[src/rtl/stream_mux_arb_pkg.sv]
// Shared definitions for the stream_mux_arb slice.
//   MODE_SEL / MODE_RR : channel selection mode encodings
//   clog2_min1()       : ceil(log2(n)) clamped to at least 1, used to size
//                        channel-index fields so NCH=1 still gets a 1-bit index
package stream_mux_arb_pkg;

    localparam int MODE_SEL = 0;
    localparam int MODE_RR  = 1;

    function automatic int clog2_min1(input int n);
        int r;
        r = 0;
        while ((1 << r) < n) begin
            r++;
        end
        if (r < 1) begin
            r = 1;
        end
        return r;
    endfunction

endpackage

[src/rtl/stream_mux_arb_rr_arbiter.sv]
// Round-robin arbiter for stream_mux_arb.
//   clk_i        clock
//   rst_i        synchronous active-high reset (pointer -> NCH-1, so ch0 wins first)
//   req_i        per-channel request vector
//   advance_i    transfer strobe; moves the pointer to the current grant
//   gnt_idx_o    granted channel index (combinational)
//   gnt_valid_o  at least one request is present
module rr_arbiter
    import stream_mux_arb_pkg::*;
#(
    parameter int NCH  = 4,
    parameter int SELW = clog2_min1(NCH)
) (
    input  logic            clk_i,
    input  logic            rst_i,
    input  logic [NCH-1:0]  req_i,
    input  logic            advance_i,
    output logic [SELW-1:0] gnt_idx_o,
    output logic            gnt_valid_o
);

    logic [SELW-1:0] ptr_q;
    logic [SELW-1:0] ptr_d;

    // Scan from lowest to highest priority so the highest-priority hit,
    // ptr+1, is the one left standing.
    always_comb begin
        gnt_idx_o   = '0;
        gnt_valid_o = 1'b0;
        for (int k = NCH; k >= 1; k--) begin
            for (int i = 0; i < NCH; i++) begin
                if (i == ((int'(ptr_q) + k) % NCH) && req_i[i]) begin
                    gnt_idx_o   = SELW'(i);
                    gnt_valid_o = 1'b1;
                end
            end
        end
    end

    always_comb begin
        ptr_d = ptr_q;
        if (advance_i) begin
            ptr_d = gnt_idx_o;
        end
    end

    always_ff @(posedge clk_i) begin
        if (rst_i) begin
            ptr_q <= SELW'(NCH - 1);
        end else begin
            ptr_q <= ptr_d;
        end
    end

endmodule

[src/rtl/stream_mux_arb.sv]
// N-channel registered stream multiplexer with valid/ready handshake.
// One channel is granted per cycle (explicit index or round-robin) and its
// word is captured in a single output register.
//   clk_i        clock, all state on rising edge
//   rst_i        synchronous active-high reset
//   in_data_i    channel i at [i*WIDTH +: WIDTH]
//   in_valid_i   per-channel valid
//   in_ready_o   per-channel ready, at most one bit set
//   sel_i        channel index (MODE_SEL only)
//   out_data_o   registered data
//   out_valid_o  output register holds a word
//   out_ready_i  sink accepts the held word this cycle
//   out_ch_o     source channel of the held word
module stream_mux_arb
    import stream_mux_arb_pkg::*;
#(
    parameter  int WIDTH = 32,
    parameter  int NCH   = 4,
    parameter  int MODE  = MODE_SEL,
    localparam int SELW  = clog2_min1(NCH)
) (
    input  logic                 clk_i,
    input  logic                 rst_i,
    input  logic [NCH*WIDTH-1:0] in_data_i,
    input  logic [NCH-1:0]       in_valid_i,
    output logic [NCH-1:0]       in_ready_o,
    input  logic [SELW-1:0]      sel_i,
    output logic [WIDTH-1:0]     out_data_o,
    output logic                 out_valid_o,
    input  logic                 out_ready_i,
    output logic [SELW-1:0]      out_ch_o
);

    logic             load;
    logic [SELW-1:0]  gnt_idx;
    logic             gnt_valid;
    logic [WIDTH-1:0] gnt_data;

    logic [WIDTH-1:0] out_data_q,  out_data_d;
    logic             out_valid_q, out_valid_d;
    logic [SELW-1:0]  out_ch_q,    out_ch_d;

    // Register is free when empty or being drained this cycle.
    assign load = !out_valid_q || out_ready_i;

    generate
        if (MODE == MODE_RR) begin : g_rr
            logic xfer;
            logic unused_sel;

            // Pointer only moves on a real transfer, never while stalled or in reset.
            assign xfer       = load && gnt_valid && !rst_i;
            assign unused_sel = ^sel_i;

            rr_arbiter #(
                .NCH  (NCH),
                .SELW (SELW)
            ) u_rr_arbiter (
                .clk_i       (clk_i),
                .rst_i       (rst_i),
                .req_i       (in_valid_i),
                .advance_i   (xfer),
                .gnt_idx_o   (gnt_idx),
                .gnt_valid_o (gnt_valid)
            );
        end else if (NCH == 1) begin : g_single
            logic unused_sel;

            assign unused_sel = ^sel_i;
            assign gnt_idx    = '0;
            assign gnt_valid  = in_valid_i[0];
        end else begin : g_sel
            // An out-of-range index matches no channel and so yields no grant.
            always_comb begin
                gnt_idx   = sel_i;
                gnt_valid = 1'b0;
                for (int i = 0; i < NCH; i++) begin
                    if (int'(sel_i) == i) begin
                        gnt_valid = in_valid_i[i];
                    end
                end
            end
        end
    endgenerate

    always_comb begin
        in_ready_o = '0;
        gnt_data   = '0;
        for (int i = 0; i < NCH; i++) begin
            if (int'(gnt_idx) == i) begin
                gnt_data      = in_data_i[i*WIDTH +: WIDTH];
                in_ready_o[i] = load && gnt_valid && !rst_i;
            end
        end
    end

    // On load without a grant only valid drops; data and channel keep their last values.
    always_comb begin
        out_valid_d = out_valid_q;
        out_data_d  = out_data_q;
        out_ch_d    = out_ch_q;
        if (load) begin
            out_valid_d = gnt_valid;
            if (gnt_valid) begin
                out_data_d = gnt_data;
                out_ch_d   = gnt_idx;
            end
        end
    end

    always_ff @(posedge clk_i) begin
        if (rst_i) begin
            out_valid_q <= 1'b0;
            out_data_q  <= '0;
            out_ch_q    <= '0;
        end else begin
            out_valid_q <= out_valid_d;
            out_data_q  <= out_data_d;
            out_ch_q    <= out_ch_d;
        end
    end

    assign out_data_o  = out_data_q;
    assign out_valid_o = out_valid_q;
    assign out_ch_o    = out_ch_q;

endmodule
[config.mk]
export PLATFORM = sky130hd
export DESIGN_NAME = stream_mux_arb
export DESIGN_NICKNAME = d
export VERILOG_FILES = /design/src/rtl/stream_mux_arb_pkg.sv /design/src/rtl/stream_mux_arb_rr_arbiter.sv /design/src/rtl/stream_mux_arb.sv
export SDC_FILE = /design/constraint.sdc
export NUM_CORES = 1
export LEC_CHECK = 0
export CAP_MARGIN = 20
export CORE_ASPECT_RATIO = 1.75
export CORE_MARGIN = 10
export CORE_UTILIZATION = 33
export CTS_CLUSTER_SIZE = 14
export DETAILED_ROUTE_END_ITERATION = 8
export HOLD_SLACK_MARGIN = 0.12
export PLACE_DENSITY = 0.84
export SLEW_MARGIN = 10
export SYNTH_ARGS = -nofsm -noshare
export SYNTH_HDL_FRONTEND = slang
export SYNTH_HIERARCHICAL = 1
export SYNTH_SLANG_ARGS = --single-unit
[constraint.sdc]
create_clock -name clk_i -period 2.2 [get_ports clk_i]
set_clock_uncertainty 0.2 [all_clocks]
set_input_delay 0.44 -clock clk_i [delete_from_list [all_inputs] [get_ports clk_i]]
set_output_delay 0.44 -clock clk_i [all_outputs]
set_load 0.05 [all_outputs]
==> run summary <==
### GRT
- total routing usage reported by global routing: 19.3%
- overall overflow remaining after global route: 0
- pin count of the biggest net entering global routing: 36
- antenna violations before repair: 0
- number of global-route vias before repair: 2,815
- first-pass GRT wire length: 15,500 um

### Power
- register share of total power: 30.7%
- fraction of power consumed by combinational cells: 40.9%
- net switching power: 0.735 mW
- areal power density over the cells: 526 nW/um^2
- Max rail drop VDD: 0.408 mV
- switch share: 31.4%
- total leakage power: 1.63 nW
- clock group share of total power: 28.5%
- Pint: 1.61 mW
- total power consumption of the routed design: 2.34 mW

### Critical path
- R2R depth: 6
- critical path required time: 1560 ps
- Worst Path Max Fanout: 2
- highest cell delay on the worst timing path: 360 ps
- Cell Chain, Critical Path: buf_4 -> mux2i_4 -> or3_4 -> buf_6 -> nor4_4 -> buf_12
- arrival time of the worst setup path: 1620 ps
- capturing element type of the critical path: output pin
- slowest stage cell, crit path: or3_4
- kind of start point of the critical path: input pin
- type of the worst setup path: in2out
- Register-to-Register Setup Slack: 400 ps

### Timing
- min cycle time layout: 2260 ps
- upper clock frequency limit: 443 MHz
- final period utilization: 103%
- final number of setup-violating endpoints: 2
- setup repair after global routing missed its margin: true
- Slew headroom: 64.1%
- Tightest Pin Transition: 537 ps
- final max-slew violation count: 0
- number of failing hold endpoints at the final stage: 0
- worst setup slack after layout: -56.5 ps

### Yosys
- yosys synthesis warning count: 6
- count of flip-flops with a built-in enable after synthesis: 0
- Syn Inst Count: 210
- portion of the post-synthesis area used by sequential elements: 32.2%
- Post-Synthesis Mean Instance Area: 10.3 um^2
- Unique masters post-synth: 25
- Synth area leaders: mux4_2, dfxtp_1, a21oi_1
- Synth top cells by count: a21oi_1, dfxtp_1, nand3_1, mux4_2, o21ai_0
- area leader, netlist: mux4_2
- flip-flop cell with the highest count after synthesis: dfxtp_1
- number of nets produced by synthesis: 347
- flop and latch count out of synthesis: 35
- Yosys top cell area share: 33.2%
- post-synthesis async set-or-reset flop share: 0%
- combined area of all synthesized cells: 2170 um^2

### Die
- Core Box Area: 6490 um^2
- height of the die: 127 um
- # rows: 39
- die area: 10,400 um^2
- starting utilization of the core area: 33.5%
- number of placed I/O pins: 176
- floorplan die width: 81.3 um

### Finish
- Antenna diodes: 0
- synthesis-to-finish area growth: 105%
- share of post-route cells with drive strength above 1: 26.5%
- number of nets in the finished design: 529
- non-filler instance count after layout: 475
- core occupancy in the finished layout: 68.6%

### Worst hold path
- hold path depth: 2
- HP Class: reg2reg

### Drt
- via count of the routed design: 2,607
- per-cell routed wire length: 22.1 um
- WL final: 10,500 um
- DRC: 0
- DRT iter0 DRCs: 209
- number of iterations in the first detailed-routing pass: 4
- post-DR vias/cell: 5.49
- number of nets with antenna violations after routing: 0

### Placement
- half-perimeter wire length after placement: 7900 um
- setup slack after placement: -379 ps
- count of placed standard cells including taps: 456
- Final Wtd Congestion: 0.794
- number of I/O port buffers: 175

### CTS
- Reg clk slew, reported paths: 50 ps
- cts bufs inserted: 5
- cts hold-fix bufs: 0
- insertion delay to the later sink of the worst-skew pair: 270 ps
- CTS Root Buffer Type: clkbuf_16
- clock buffer depth: 2
- Num Clock Sinks: 35
- clock tree from TritonCTS: built
- # H-tree levels: 2

### Outcome
- outcome: finished with violations
- violated checks: negative setup slack

### Flow run
- number of max-capacitance violations reported: 0

## logic make-up (layout without fill, tap and decap cells)
family / after synthesis / in the layout / synth area share [%]
simple gates: 45 / 45 / 11.7
buf+inv: 27 / 210 / 6.04
compound gates: 69 / 69 / 15.9
mux: 34 / 34 / 34.1
flops: 35 / 35 / 32.2
## stage by stage
| step | hold WS (ps) | cell area (um^2) | TNS [ps] |
|---|---|---|---|
| 6_report | 266 | 4450 | -70.9 |
| 5_1_grt | 293 | 4450 | -163 |
| 4_1_cts | 266 | 4330 | -1290 |
| 3_5_place_dp | 258 | 4120 | -6870 |
| 3_3_place_gp | 249 | 4120 | -5990 |
| 2_1_floorplan | 457 | 2280 | -408 |
## worst paths after layout
path                   from              to
max                sel_i[0]   in_ready_o[0]
min          out_data_o[16]  out_data_o[16]
max reg2reg     out_valid_o     out_ch_o[1]
min reg2reg  out_data_o[16]  out_data_o[16]
## routing by layer
metal | vias to the layer above | GRT usage (%) | share of wire, %
met5 | - | 0 | 0
met4 | 0 | 7.27 | 3.4
met3 | 27 | 5.76 | 7.8
met2 | 132 | 36.2 | 59
met1 | 1257 | 18.5 | 30
li1 | 1191 | - | -
## layout by cell type (no fill, tap or decap), types with 2 or more instances in the layout
master           count
clkdlybuf4s50_1    147
a21oi_1             35
dfxtp_1             34
nand3_1             33
mux4_2              32
buf_4               31
o21ai_0             18
o21ai_1             11
clkbuf_16            8
buf_12               7
buf_6                6
o21ai_2              5
clkdlybuf4s15_1      3
nor4b_4              2
nor4_4               2
dlygate4sd2_1        2
buf_2                2
## registers in the layout, indices dropped and copies added, names as in the netlist
signal / cells
out_ch_o: 2
out_data_o: 32
out_valid_o: 1
## critical path: cells and delay by family
kind	cells	cell delay, ps
AND/OR/NAND/NOR	2	540
multiplexers	1	190
buffers and inverters	3	450
## what timing repair did
item / CTS / global route
endpoints found under the hold margin: 0 / 0
endpoints found under the setup margin: 4 / 36
cloned: 0 / 4
gates resized for setup: 16 / 16
pin swaps: 20 / 20
setup buffers: 8 / 2
## power groups by stage
stage / combinational [mW] / clock (mW) / sequential [mW]
global route: 1.01 / 0.712 / 0.724
floorplan: 0.287 / 0 / 0.916
finish: 0.957 / 0.667 / 0.718
detailed placement: 0.896 / 0 / 0.732
CTS: 0.916 / 0.685 / 0.718
global placement: 0.878 / 0 / 0.727
## layout make-up
class	count	area, um^2
Clock buffer	6	129
Sequential cell	35	704
Tap cell	82	103
Fill cell	505	2040
Timing Repair Buffer	201	2040
Multi-Input combinational cell	148	1460
Clock inverter	2	11.3
Inverter	1	3.75
(Power assumes the default switching activity.)
